**config.mk**
```make
export PLATFORM = sky130hd
export DESIGN_NAME = fp_wb_arbiter
export DESIGN_NICKNAME = d
export VERILOG_FILES = /design/src/rtl/fp_wb_pkg.sv /design/src/rtl/fp_wb_fifo.sv /design/src/rtl/fp_wb_arbiter.sv
export SDC_FILE = /design/constraint.sdc
export NUM_CORES = 1
export LEC_CHECK = 0
export ABC_AREA = 1
export CORE_MARGIN = 10
export CORE_UTILIZATION = 35
export CTS_CLUSTER_DIAMETER = 80
export DETAILED_ROUTE_END_ITERATION = 10
export PLACE_DENSITY = 0.54
export SYNTH_ARGS = -nofsm -noshare
export SYNTH_HDL_FRONTEND = slang
export SYNTH_SLANG_ARGS = --single-unit
```
**constraint.sdc**
```tcl
create_clock -name clk -period 3 [get_ports clk]
set_input_delay 0.45 -clock clk [delete_from_list [all_inputs] [get_ports clk]]
set_output_delay 0.45 -clock clk [all_outputs]
set_load 0.01 [all_outputs]
```
**src/rtl/fp_wb_pkg.sv**
```systemverilog
// Shared types and the round-robin helper for the FP writeback collector.
// The entry struct fixes the rd/data widths, so the top keeps ADDR_W/DATA_W at these values.
package fp_wb_pkg;

    localparam int FFLAGS_W     = 5;
    localparam int ENTRY_ADDR_W = 5;
    localparam int ENTRY_DATA_W = 32;
    localparam int MAX_UNITS    = 8;
    localparam int RR_IDX_W     = 3;

    typedef struct packed {
        logic [ENTRY_ADDR_W-1:0] rd;
        logic [ENTRY_DATA_W-1:0] data;
        logic [FFLAGS_W-1:0]     fflags;
    } fp_wb_entry_t;

    // The search starts just after the last grant; with no requester the pointer is returned unchanged.
    function automatic logic [RR_IDX_W-1:0] rr_next(input logic [MAX_UNITS-1:0] req,
                                                    input logic [RR_IDX_W-1:0]  ptr,
                                                    input int                   n);
        logic [RR_IDX_W-1:0] pick;
        logic                found;
        logic [31:0]         idx;
        pick  = ptr;
        found = 1'b0;
        for (int k = 1; k <= MAX_UNITS; k++) begin
            idx = (32'(ptr) + 32'(k)) % 32'(n);
            if (!found && (k <= n) && req[idx[RR_IDX_W-1:0]]) begin
                pick  = idx[RR_IDX_W-1:0];
                found = 1'b1;
            end
        end
        return pick;
    endfunction

endpackage

```
**src/rtl/fp_wb_fifo.sv**
```systemverilog
// Small synchronous FIFO holding completed results for one FP execution unit.
module fp_wb_fifo #(
    parameter int WIDTH = 37,
    parameter int DEPTH = 2
) (
    input  logic                     clk,
    input  logic                     reset_n,
    input  logic                     push,
    input  logic                     pop,
    input  logic [WIDTH-1:0]         wdata,
    output logic [WIDTH-1:0]         rdata,
    output logic                     full,
    output logic                     empty,
    output logic [$clog2(DEPTH):0]   count
);

    localparam int AW = $clog2(DEPTH);
    localparam int CW = AW + 1;

    logic [WIDTH-1:0] mem [DEPTH];
    logic [AW-1:0]    wptr;
    logic [AW-1:0]    rptr;

    // Storage needs no reset: only the pointers and count define which entries are live.
    always_ff @(posedge clk) begin
        if (push) begin
            mem[wptr] <= wdata;
        end
    end

    always_ff @(posedge clk or negedge reset_n) begin
        if (!reset_n) begin
            wptr  <= '0;
            rptr  <= '0;
            count <= '0;
        end else begin
            if (push) begin
                wptr <= wptr + 1'b1;
            end
            if (pop) begin
                rptr <= rptr + 1'b1;
            end
            case ({push, pop})
                2'b10:   count <= count + 1'b1;
                2'b01:   count <= count - 1'b1;
                default: count <= count;
            endcase
        end
    end

    assign rdata = mem[rptr];
    assign full  = (count == CW'(DEPTH));
    assign empty = (count == '0);

endmodule

```
**src/rtl/fp_wb_arbiter.sv**
```systemverilog
// FP writeback collector: per-unit FIFOs arbitrated round-robin into one registered writeback port.
// Define FP_WB_FFLAGS_EN to carry exception flags through the FIFOs onto wb_fflags.
module fp_wb_arbiter
    import fp_wb_pkg::*;
#(
    parameter int NUM_UNITS  = 3,
    parameter int DATA_W     = 32,
    parameter int ADDR_W     = 5,
    parameter int FIFO_DEPTH = 2
) (
    input  logic                          clk,
    input  logic                          reset_n,
    input  logic [NUM_UNITS-1:0]          unit_valid,
    output logic [NUM_UNITS-1:0]          unit_ready,
    input  logic [NUM_UNITS*ADDR_W-1:0]   unit_rd,
    input  logic [NUM_UNITS*DATA_W-1:0]   unit_data,
    input  logic [NUM_UNITS*5-1:0]        unit_fflags,
    output logic                          wb_valid,
    input  logic                          wb_ready,
    output logic [ADDR_W-1:0]             wb_rd,
    output logic [DATA_W-1:0]             wb_data,
    output logic [4:0]                    wb_fflags,
    output logic [$clog2(NUM_UNITS)-1:0]  wb_unit
);

    localparam int UNIT_W = $clog2(NUM_UNITS);
    localparam int CNT_W  = $clog2(FIFO_DEPTH) + 1;
`ifdef FP_WB_FFLAGS_EN
    localparam int ENTRY_W = ADDR_W + DATA_W + FFLAGS_W;
`else
    localparam int ENTRY_W = ADDR_W + DATA_W;
    logic unused_fflags;
    assign unused_fflags = ^unit_fflags;
`endif

    fp_wb_entry_t          head [NUM_UNITS];
    logic [NUM_UNITS-1:0]  push;
    logic [NUM_UNITS-1:0]  pop;
    logic [NUM_UNITS-1:0]  fifo_empty;
    logic [NUM_UNITS-1:0]  full_unused;
    logic [NUM_UNITS-1:0]  req;
    logic [UNIT_W-1:0]     rr_ptr;
    logic [UNIT_W-1:0]     grant;
    logic                  load_en;
    logic                  load;

    for (genvar i = 0; i < NUM_UNITS; i++) begin : g_unit
        logic [ENTRY_W-1:0] wdata;
        logic [ENTRY_W-1:0] rdata;
        logic [CNT_W-1:0]   count;

`ifdef FP_WB_FFLAGS_EN
        assign wdata   = {unit_rd[i*ADDR_W +: ADDR_W], unit_data[i*DATA_W +: DATA_W],
                          unit_fflags[i*FFLAGS_W +: FFLAGS_W]};
        assign head[i] = rdata;
`else
        assign wdata   = {unit_rd[i*ADDR_W +: ADDR_W], unit_data[i*DATA_W +: DATA_W]};
        assign head[i] = {rdata, {FFLAGS_W{1'b0}}};
`endif

        // Ready comes from the registered count alone so producers never see a wb_ready path.
        assign unit_ready[i] = (count < CNT_W'(FIFO_DEPTH));
        assign push[i]       = unit_valid[i] && unit_ready[i];
        assign pop[i]        = load && (grant == UNIT_W'(i));

        fp_wb_fifo #(
            .WIDTH (ENTRY_W),
            .DEPTH (FIFO_DEPTH)
        ) u_fifo (
            .clk     (clk),
            .reset_n (reset_n),
            .push    (push[i]),
            .pop     (pop[i]),
            .wdata   (wdata),
            .rdata   (rdata),
            .full    (full_unused[i]),
            .empty   (fifo_empty[i]),
            .count   (count)
        );
    end

    assign req     = ~fifo_empty;
    assign load_en = !wb_valid || wb_ready;
    assign load    = load_en && (|req);
    assign grant   = UNIT_W'(rr_next(MAX_UNITS'(req), RR_IDX_W'(rr_ptr), NUM_UNITS));

    // Writeback register: it only changes when the slot is free or being consumed, so a stalled result holds.
    always_ff @(posedge clk or negedge reset_n) begin
        if (!reset_n) begin
            wb_valid  <= 1'b0;
            wb_rd     <= '0;
            wb_data   <= '0;
            wb_fflags <= '0;
            wb_unit   <= '0;
            rr_ptr    <= UNIT_W'(NUM_UNITS - 1);
        end else if (load_en) begin
            wb_valid <= |req;
            if (|req) begin
                wb_rd     <= head[grant].rd;
                wb_data   <= head[grant].data;
                wb_fflags <= head[grant].fflags;
                wb_unit   <= grant;
                rr_ptr    <= grant;
            end
        end
    end

endmodule

```
==> metrics.log, run 1 <==
[metrics] max_slew headroom: 34.7%
[metrics] flip-flop and latch count after synthesis: 275
[metrics] post-synthesis area per instance: 12.4 um2
[metrics] portion of synthesized cell area occupied by the leading cell type: 57.6%
[metrics] unrepaired setup endpoints after global routing: yes
[metrics] clock root cell: clkbuf_16
[metrics] post-synthesis cell type with the largest combined area: edfxtp_1
[metrics] average via count per standard cell: 4.80
[metrics] Unique masters post-synth: 32
[metrics] warning count from the yosys run: 0
[metrics] Final Slew Violations: 0
[metrics] initial antenna violation count: 0
[metrics] maximum capacitance violations: 0
[metrics] global route total overflow: 0
[metrics] DR DRC count: 0
[metrics] maximum buffer depth of the clock tree: 3
[metrics] largest net degree at the start of global routing: 46
[metrics] highest clock frequency the design can meet: 359 MHz
[metrics] worst clock skew: 0.0116 ns
[metrics] crit start category: flip-flop
[metrics] detailed-route via count: 7541
[metrics] required time of the critical path: 3.44 ns
[metrics] final worst path period need: 2.78 ns
[metrics] wire length of the first global-routing pass: 47400 um
[metrics] Critical Path AT: 3.22 ns
[metrics] ratio of final minimum period to clock period: 92.7%
[metrics] layout filler cell count: 3026
[metrics] outcome: finished clean
[metrics] CTS buffer count: 31
[metrics] I/O pin total: 180
[metrics] type of element capturing the critical path: flip-flop
[metrics] count of TritonRoute iterations in the first routing pass: 5
[metrics] transition time at the pin with the least slew margin: 0.979 ns
[metrics] number of nets in the layout: 1246
[metrics] longest individual stage delay on the worst path: 0.58 ns
[metrics] aggregate routed wire length: 31100 um
[metrics] Core ar.: 32600 um2
[metrics] register area share after synthesis: 69.0%
[metrics] critical path, cell by cell: inv_2 > ha_4 > o21ai_1 > a21oi_2 > nand2_2 > inv_2 > nand2_1 > nand3_1 > nand2_2 > nand2_2 > nor2_4 > ha_1 > a21oi_1 > o21ai_0 > xor2_1
[metrics] Syn Inst Count: 936
[metrics] GP Congestion: 0.835
[metrics] Starting Density: 35.5%
[metrics] clk sinks: 275
[metrics] via count of the first global-routing pass: 8004
[metrics] Die X: 202 um
[metrics] FF+latch area: 8000 um2
[metrics] number of nets with antenna violations after detailed routing: 0
[metrics] # setup viols final: 0
[metrics] area occupied by multi-input gates: 3230 um2
[metrics] DR iter-0 viols: 456
[metrics] final antenna diode count: 0
[metrics] Max Fanout on Critical Path: 5
[metrics] Port Buffers: 159
[metrics] CTS tree: built
[metrics] Final Hold Viols: 0
[metrics] share of cells above drive strength 1: 10.9%
[metrics] clk_lat worst skew: 0.56 ns
[metrics] H-tree Lvls: 1
[metrics] area of the mapped netlist: 11600 um2
[metrics] worst slack after detailed placement: 0.0193 ns
[metrics] Cell Rows: 66
[metrics] area grow syn2layout: 27.8%
[metrics] Clock Pin Slew Worst Setup and Hold Paths: 0.06 ns
[metrics] die footprint: 40800 um2
[metrics] height of the chip: 202 um
[metrics] Slowest-stage cell, CP: dfstp_2
[metrics] top area cells in the synthesized netlist: edfxtp_1, dfrtp_1, mux2i_1, nand2_1, nand3_1
[metrics] average routed wire per standard cell: 19.8 um
[metrics] most frequent cell on the critical path: nand2_2
[metrics] global router's overall resource usage: 14.9%
[metrics] Setup CP Type: reg2reg
[metrics] Final TNS setup: 0 ns
[metrics] least setup slack across all paths after layout: 0.218 ns
[metrics] HPWL after detailed placement: 20500 um
[metrics] path category of the worst min-delay check: in2async
[area by class of cell]
cell class              count  share of cell area [%]
clock buffers              45                    6.00
clock inverters            13                    1.01
inverters                  21                   0.533
multi-input cells         587                    21.8
flip-flops and latches    275                    54.0
well taps                 442                    3.74
repair buffers            188                    12.9
[state kept, by name (all words and copies together) (netlist names)]
| register | count |
|---|---|
| g_unit.u_fifo.count | 6 |
| wb_valid | 1 |
| rr_ptr | 2 |
| wb_rd | 5 |
| wb_unit | 1 |
| g_unit.u_fifo.mem | 222 |
| g_unit.u_fifo.wptr | 3 |
| g_unit.u_fifo.rptr | 3 |
| wb_data | 32 |
[repair_timing]
| action | in CTS | in global routing |
|---|---|---|
| hold endpoints to repair | 0 | 0 |
| hold buffers | 0 | 0 |
| gates cloned | 0 | 1 |
| resized for setup | 1 | 5 |
| setup endpoints to repair | 1 | 3 |
| setup buffers | 0 | 3 |
| pin swaps | 0 | 6 |
[synth_stat cells]
cell type    n
dfrtp_1     52
nand2_1    168
clkbuf_1    16
o21ai_1      3
buf_2       10
edfxtp_1   222
nor2_1     121
a21oi_1     41
inv_2        7
nand2_4      1
nor2_2       1
buf_1        6
nand4_1      1
conb_1       1
a21oi_2      1
inv_1       13
o21ai_2      1
nor2_8       1
xnor2_1      3
nor2_4       5
o21ai_0      4
nand2_2      7
buf_4       15
clkinv_1     1
xor2_1       9
mux2i_1     74
dfstp_2      1
nand3_1    124
nand3b_1     1
nand3_2      5
ha_1        10
buf_6       11
[layout by cell type, fill, tap and decap left out, types with 2 or more instances in the layout]
cell type | netlist | layout
edfxtp_1 | 222 | 222
nand2_1 | 168 | 168
clkdlybuf4s50_1 | 0 | 158
nand3_1 | 124 | 124
nor2_1 | 121 | 115
mux2i_1 | 74 | 74
dfrtp_1 | 52 | 50
a21oi_1 | 41 | 40
clkbuf_16 | 0 | 31
buf_4 | 15 | 21
inv_1 | 13 | 12
nor2_4 | 5 | 11
xor2_1 | 9 | 9
inv_2 | 7 | 8
nand2_2 | 7 | 8
ha_1 | 10 | 8
clkbuf_1 | 16 | 8
buf_12 | 0 | 8
clkbuf_8 | 0 | 6
nand3_2 | 5 | 5
conb_1 | 1 | 5
clkinv_2 | 0 | 5
o21ai_1 | 3 | 3
xnor2_1 | 3 | 3
o21ai_0 | 4 | 3
clkinvlp_4 | 0 | 3
bufinv_16 | 0 | 3
o21ai_2 | 1 | 2
a21oi_2 | 1 | 2
clkinv_1 | 1 | 2
dfrtp_2 | 0 | 2
[kinds of logic after synthesis]
kind of cell	share of synthesized area, %
flip-flops	69.0
other	0.0324
XOR/XNOR	0.908
buffers and inverters	3.87
multiplexers	6.40
AO/OA/AOI/OAI	2.23
AND/OR/NAND/NOR	16.5
adder cells (fa/ha/maj)	1.08
[through the flow]
step           instance area (um2)  util, %  cells  hold slack, ns
6_report                     14800     45.4   1571          0.0555
5_1_grt                      14800     45.4   1571          0.0954
4_1_cts                      14800     45.3   1567          0.0813
3_5_place_dp                 13700     42.0   1509           0.509
3_3_place_gp                 13700     42.0   1509           0.497
2_1_floorplan                11600        -    940           0.154
[path summary, 6_finish.rpt]
check / depth (start not counted) / start / end / slack (ns)
hold reg to reg: 2 / wb_unit[1]$_DFFE_PN0P_ / wb_unit[1]$_DFFE_PN0P_ / 0.51
min in group clk: 1 / unit_data[31] / g_unit[0].u_fifo.mem[0][31]$_DFFE_PP_ / 0.47
max in group asynchronous: 2 / reset_n / wb_data[19]$_DFFE_PN0P_ / 2.15
setup / recovery: 15 / rr_ptr[1]$_DFFE_PN1P_ / g_unit[1].u_fifo.count[1]$_DFFE_PN0P_ / 0.22
hold / removal: 1 / reset_n / g_unit[1].u_fifo.wptr$_DFFE_PN0P_ / 0.06
setup reg to reg: 15 / rr_ptr[1]$_DFFE_PN1P_ / g_unit[1].u_fifo.count[1]$_DFFE_PN0P_ / 0.22
[routing by layer]
metal  track usage (%)  routed length (um)  up-vias
met3              3.31                1800       51
met2              25.7               15500      205
met5                 0                   0        -
met4              3.97                 671        0
li1                  -                   -     3602
met1              18.6               13100     3683
[critical path: cells and delay by family, from the launching register on]
kind,cells,cell delay (ns)
xor+xnor,1,0.15
buf+inv,2,0.17
flops,1,0.58
compound gates,4,0.60
simple gates,6,0.55
fa+ha+maj,2,0.61
Power of run 1 is left out: the tool's default activity adds up to more than one toggle a clock period on the data nets, which glitch-free logic cannot reach.
==> run 2: changes to the inputs <==
- CORE_MARGIN: 10 -> not set
==> run 2 against run 1 <==
  * Via count decreased by 0.77%
  * Utilization fell by 0.16 points
  * Die area decreased by 17%
  * Wire length decreased by 8.6%
  * Critical path type unchanged
  * Worst setup slack worse by 0.047 ns
==> metrics.log, run 2 (same netlist as run 1, synthesis figures left out) <==
[metrics] critical path, cell by cell: inv_1 > buf_4 > ha_4 > inv_2 > buf_12 > nand3_2 > nand2_4 > inv_2 > nor2_4 > nand3_1 > nand2_4 > nor2_2 > nand2_1 > inv_1 > ha_1 > a21oi_1 > o21ai_1 > xor2_1
[metrics] clk_lat worst skew: 0.54 ns (-0.02 ns)
[metrics] final worst path period need: 2.83 ns (+0.0471 ns)
[metrics] Max Fanout on Critical Path: 5 (unchanged)
[metrics] transition time at the pin with the least slew margin: 0.855 ns (-0.123 ns)
[metrics] DR iter-0 viols: 438 (-3.9%)
[metrics] worst clock skew: 0.00659 ns (-0.00500 ns)
[metrics] share of cells above drive strength 1: 10.1% (-0.77 points)
[metrics] wire length of the first global-routing pass: 43200 um (-8.9%)
[metrics] max_slew headroom: 43.0% (+8.2 points)
[metrics] aggregate routed wire length: 28400 um (-8.6%)
[metrics] Core ar.: 32500 um2 (-0.25%)
[metrics] Layout Cell Area excl Fill: 14700 um2 (-0.61%)
[metrics] initial antenna violation count: 3 (+3)
[metrics] family with the most delay on the worst path: simple AND/OR/NAND/NOR gates
[metrics] height of the chip: 184 um (-8.9%)
[metrics] clock root cell: clkbuf_16
[metrics] crit start category: flip-flop
[metrics] area occupied by multi-input gates: 3270 um2 (+1.2%)
[metrics] Reg with most FFs: g_unit.u_fifo.mem
[metrics] Starting Density: 35.6% (+0.090 points)
[metrics] unrepaired setup endpoints after global routing: yes
[metrics] longest individual stage delay on the worst path: 0.57 ns (about the same)
[metrics] Setup CP Type: reg2reg
[metrics] detailed-route via count: 7483 (-0.77%)
[metrics] maximum buffer depth of the clock tree: 3 (unchanged)
[metrics] required time of the critical path: 3.42 ns (-0.02 ns)
[metrics] largest net degree at the start of global routing: 71 (+54%)
[metrics] via count of the first global-routing pass: 7509 (-6.2%)
[metrics] average routed wire per standard cell: 18.1 um (-8.4%)
[metrics] Final Hold Viols: 0 (unchanged)
[metrics] Die X: 184 um (-8.9%)
[metrics] I/O pin total: 180 (unchanged)
[metrics] number of flip-flops under the largest register name: 222 (unchanged)
[metrics] Port Buffers: 159 (unchanged)
[metrics] Cell Rows: 66 (unchanged)
[metrics] global route total overflow: 0 (unchanged)
[metrics] DR DRC count: 0 (unchanged)
[metrics] number of nets with antenna violations after detailed routing: 0 (unchanged)
[metrics] highest-count cells in the layout ignoring fill and taps: edfxtp_1, nand2_1, clkdlybuf4s50_1
[metrics] type of element capturing the critical path: flip-flop
[metrics] die footprint: 33800 um2 (-17%)
[metrics] number of buffer and inverter stages on the critical path: 6 (+4)
[metrics] Critical Path AT: 3.25 ns (+0.03 ns)
[metrics] CTS tree: built
[metrics] path category of the worst min-delay check: in2async
[metrics] average via count per standard cell: 4.77 (-0.64%)
[metrics] outcome: finished clean
[metrics] ratio of final minimum period to clock period: 94.3% (+1.6 points)
[metrics] CTS buffer count: 30 (-3.2%)
[metrics] least setup slack across all paths after layout: 0.171 ns (-0.0471 ns)
[metrics] Clock Pin Slew Worst Setup and Hold Paths: 0.06 ns (about the same)
[metrics] Final Slew Violations: 0 (unchanged)
[metrics] highest clock frequency the design can meet: 353 MHz (-1.7%)
[metrics] maximum capacitance violations: 0 (unchanged)
[metrics] HPWL after detailed placement: 18500 um (-9.6%)
[metrics] minimum setup slack among reg-to-reg paths: 0.17 ns (-0.05 ns)
[metrics] clk sinks: 275 (unchanged)
[metrics] area grow syn2layout: 27.0%
[metrics] Slowest-stage cell, CP: dfstp_2
[metrics] H-tree Lvls: 1 (unchanged)
[metrics] layout filler cell count: 3005 (-0.69%)
[metrics] GP Congestion: 0.795 (-4.8%)
[metrics] count of TritonRoute iterations in the first routing pass: 5 (unchanged)
[metrics] # setup viols final: 0 (unchanged)
[metrics] FF+latch area: 8000 um2 (about the same)
[metrics] number of buffers inserted for hold repair after clock tree synthesis: 0 (unchanged)
[metrics] number of nets in the layout: 1245 (-0.080%)
[metrics] worst slack after detailed placement: 0.108 ns (+0.0889 ns)
[metrics] largest registers in the final layout: g_unit.u_fifo.mem x222, wb_data x32, g_unit.u_fifo.count x6
[metrics] leading cell type in the layout, fill and taps excluded: edfxtp_1
[metrics] standard cell area after detailed placement: 13700 um2 (-0.33%)
[metrics] global router's overall resource usage: 17.0% (+2.1 points)
-- run 2: cell types whose count changed in the layout (fill, tap and decap cells not counted), sizes merged --
cell / delta
clkinvlp: -2
inv: -2
clkinv: +7
diode: +1
clkbuf: -5
bufinv: -1
-- run 2: stage by stage --
stage                     TNS, ns  std cells  util (%)  hold slack [ns]
after global placement          0       1508      42.0            0.504
after detailed placement        0       1508      42.0            0.515
after CTS                       0       1563      44.8           0.0289
after floorplan                 0        940         -            0.154
final                           0       1569      45.2           0.0176
after global routing      -0.0472       1568      45.2           0.0586
-- run 2: routing by layer --
metal  global-route usage [%]  wire length [um]
met5                        0                27
met4                     3.60               534
met3                     3.53              1590
met2                     28.8             13700
met1                     22.4             12500
-- run 2: final timing paths --
kind	from	end	cells past startpoint
min reg2reg	wb_unit[1]$_DFFE_PN0P_	wb_unit[1]$_DFFE_PN0P_	2
min	reset_n	g_unit[2].u_fifo.wptr$_DFFE_PN0P_	1
max in group asynchronous	reset_n	wb_data[19]$_DFFE_PN0P_	2
max	rr_ptr[1]$_DFFE_PN1P_	g_unit[2].u_fifo.count[1]$_DFFE_PN0P_	18
min in group clk	unit_data[75]	g_unit[2].u_fifo.mem[0][11]$_DFFE_PP_	1
max reg2reg	rr_ptr[1]$_DFFE_PN1P_	g_unit[2].u_fifo.count[1]$_DFFE_PN0P_	18
-- run 2: area by class of cell --
class | instances | share of cell area [%]
sequential | 275 | 54.4
timing repair buffer | 188 | 12.8
tap | 442 | 3.76
clock inverter | 15 | 0.791
antenna | 1 | 0.0170
inverter | 21 | 0.561
multi-input combinational | 587 | 22.2
clock buffer | 40 | 5.50
-- run 2: what timing repair did --
item | CTS | global route
setup buffers | 0 | 4
resized for setup | 0 | 13
setup endpoints to repair | 0 | 4
hold endpoints to repair | 0 | 0
Power of run 2 is left out for the same reason.
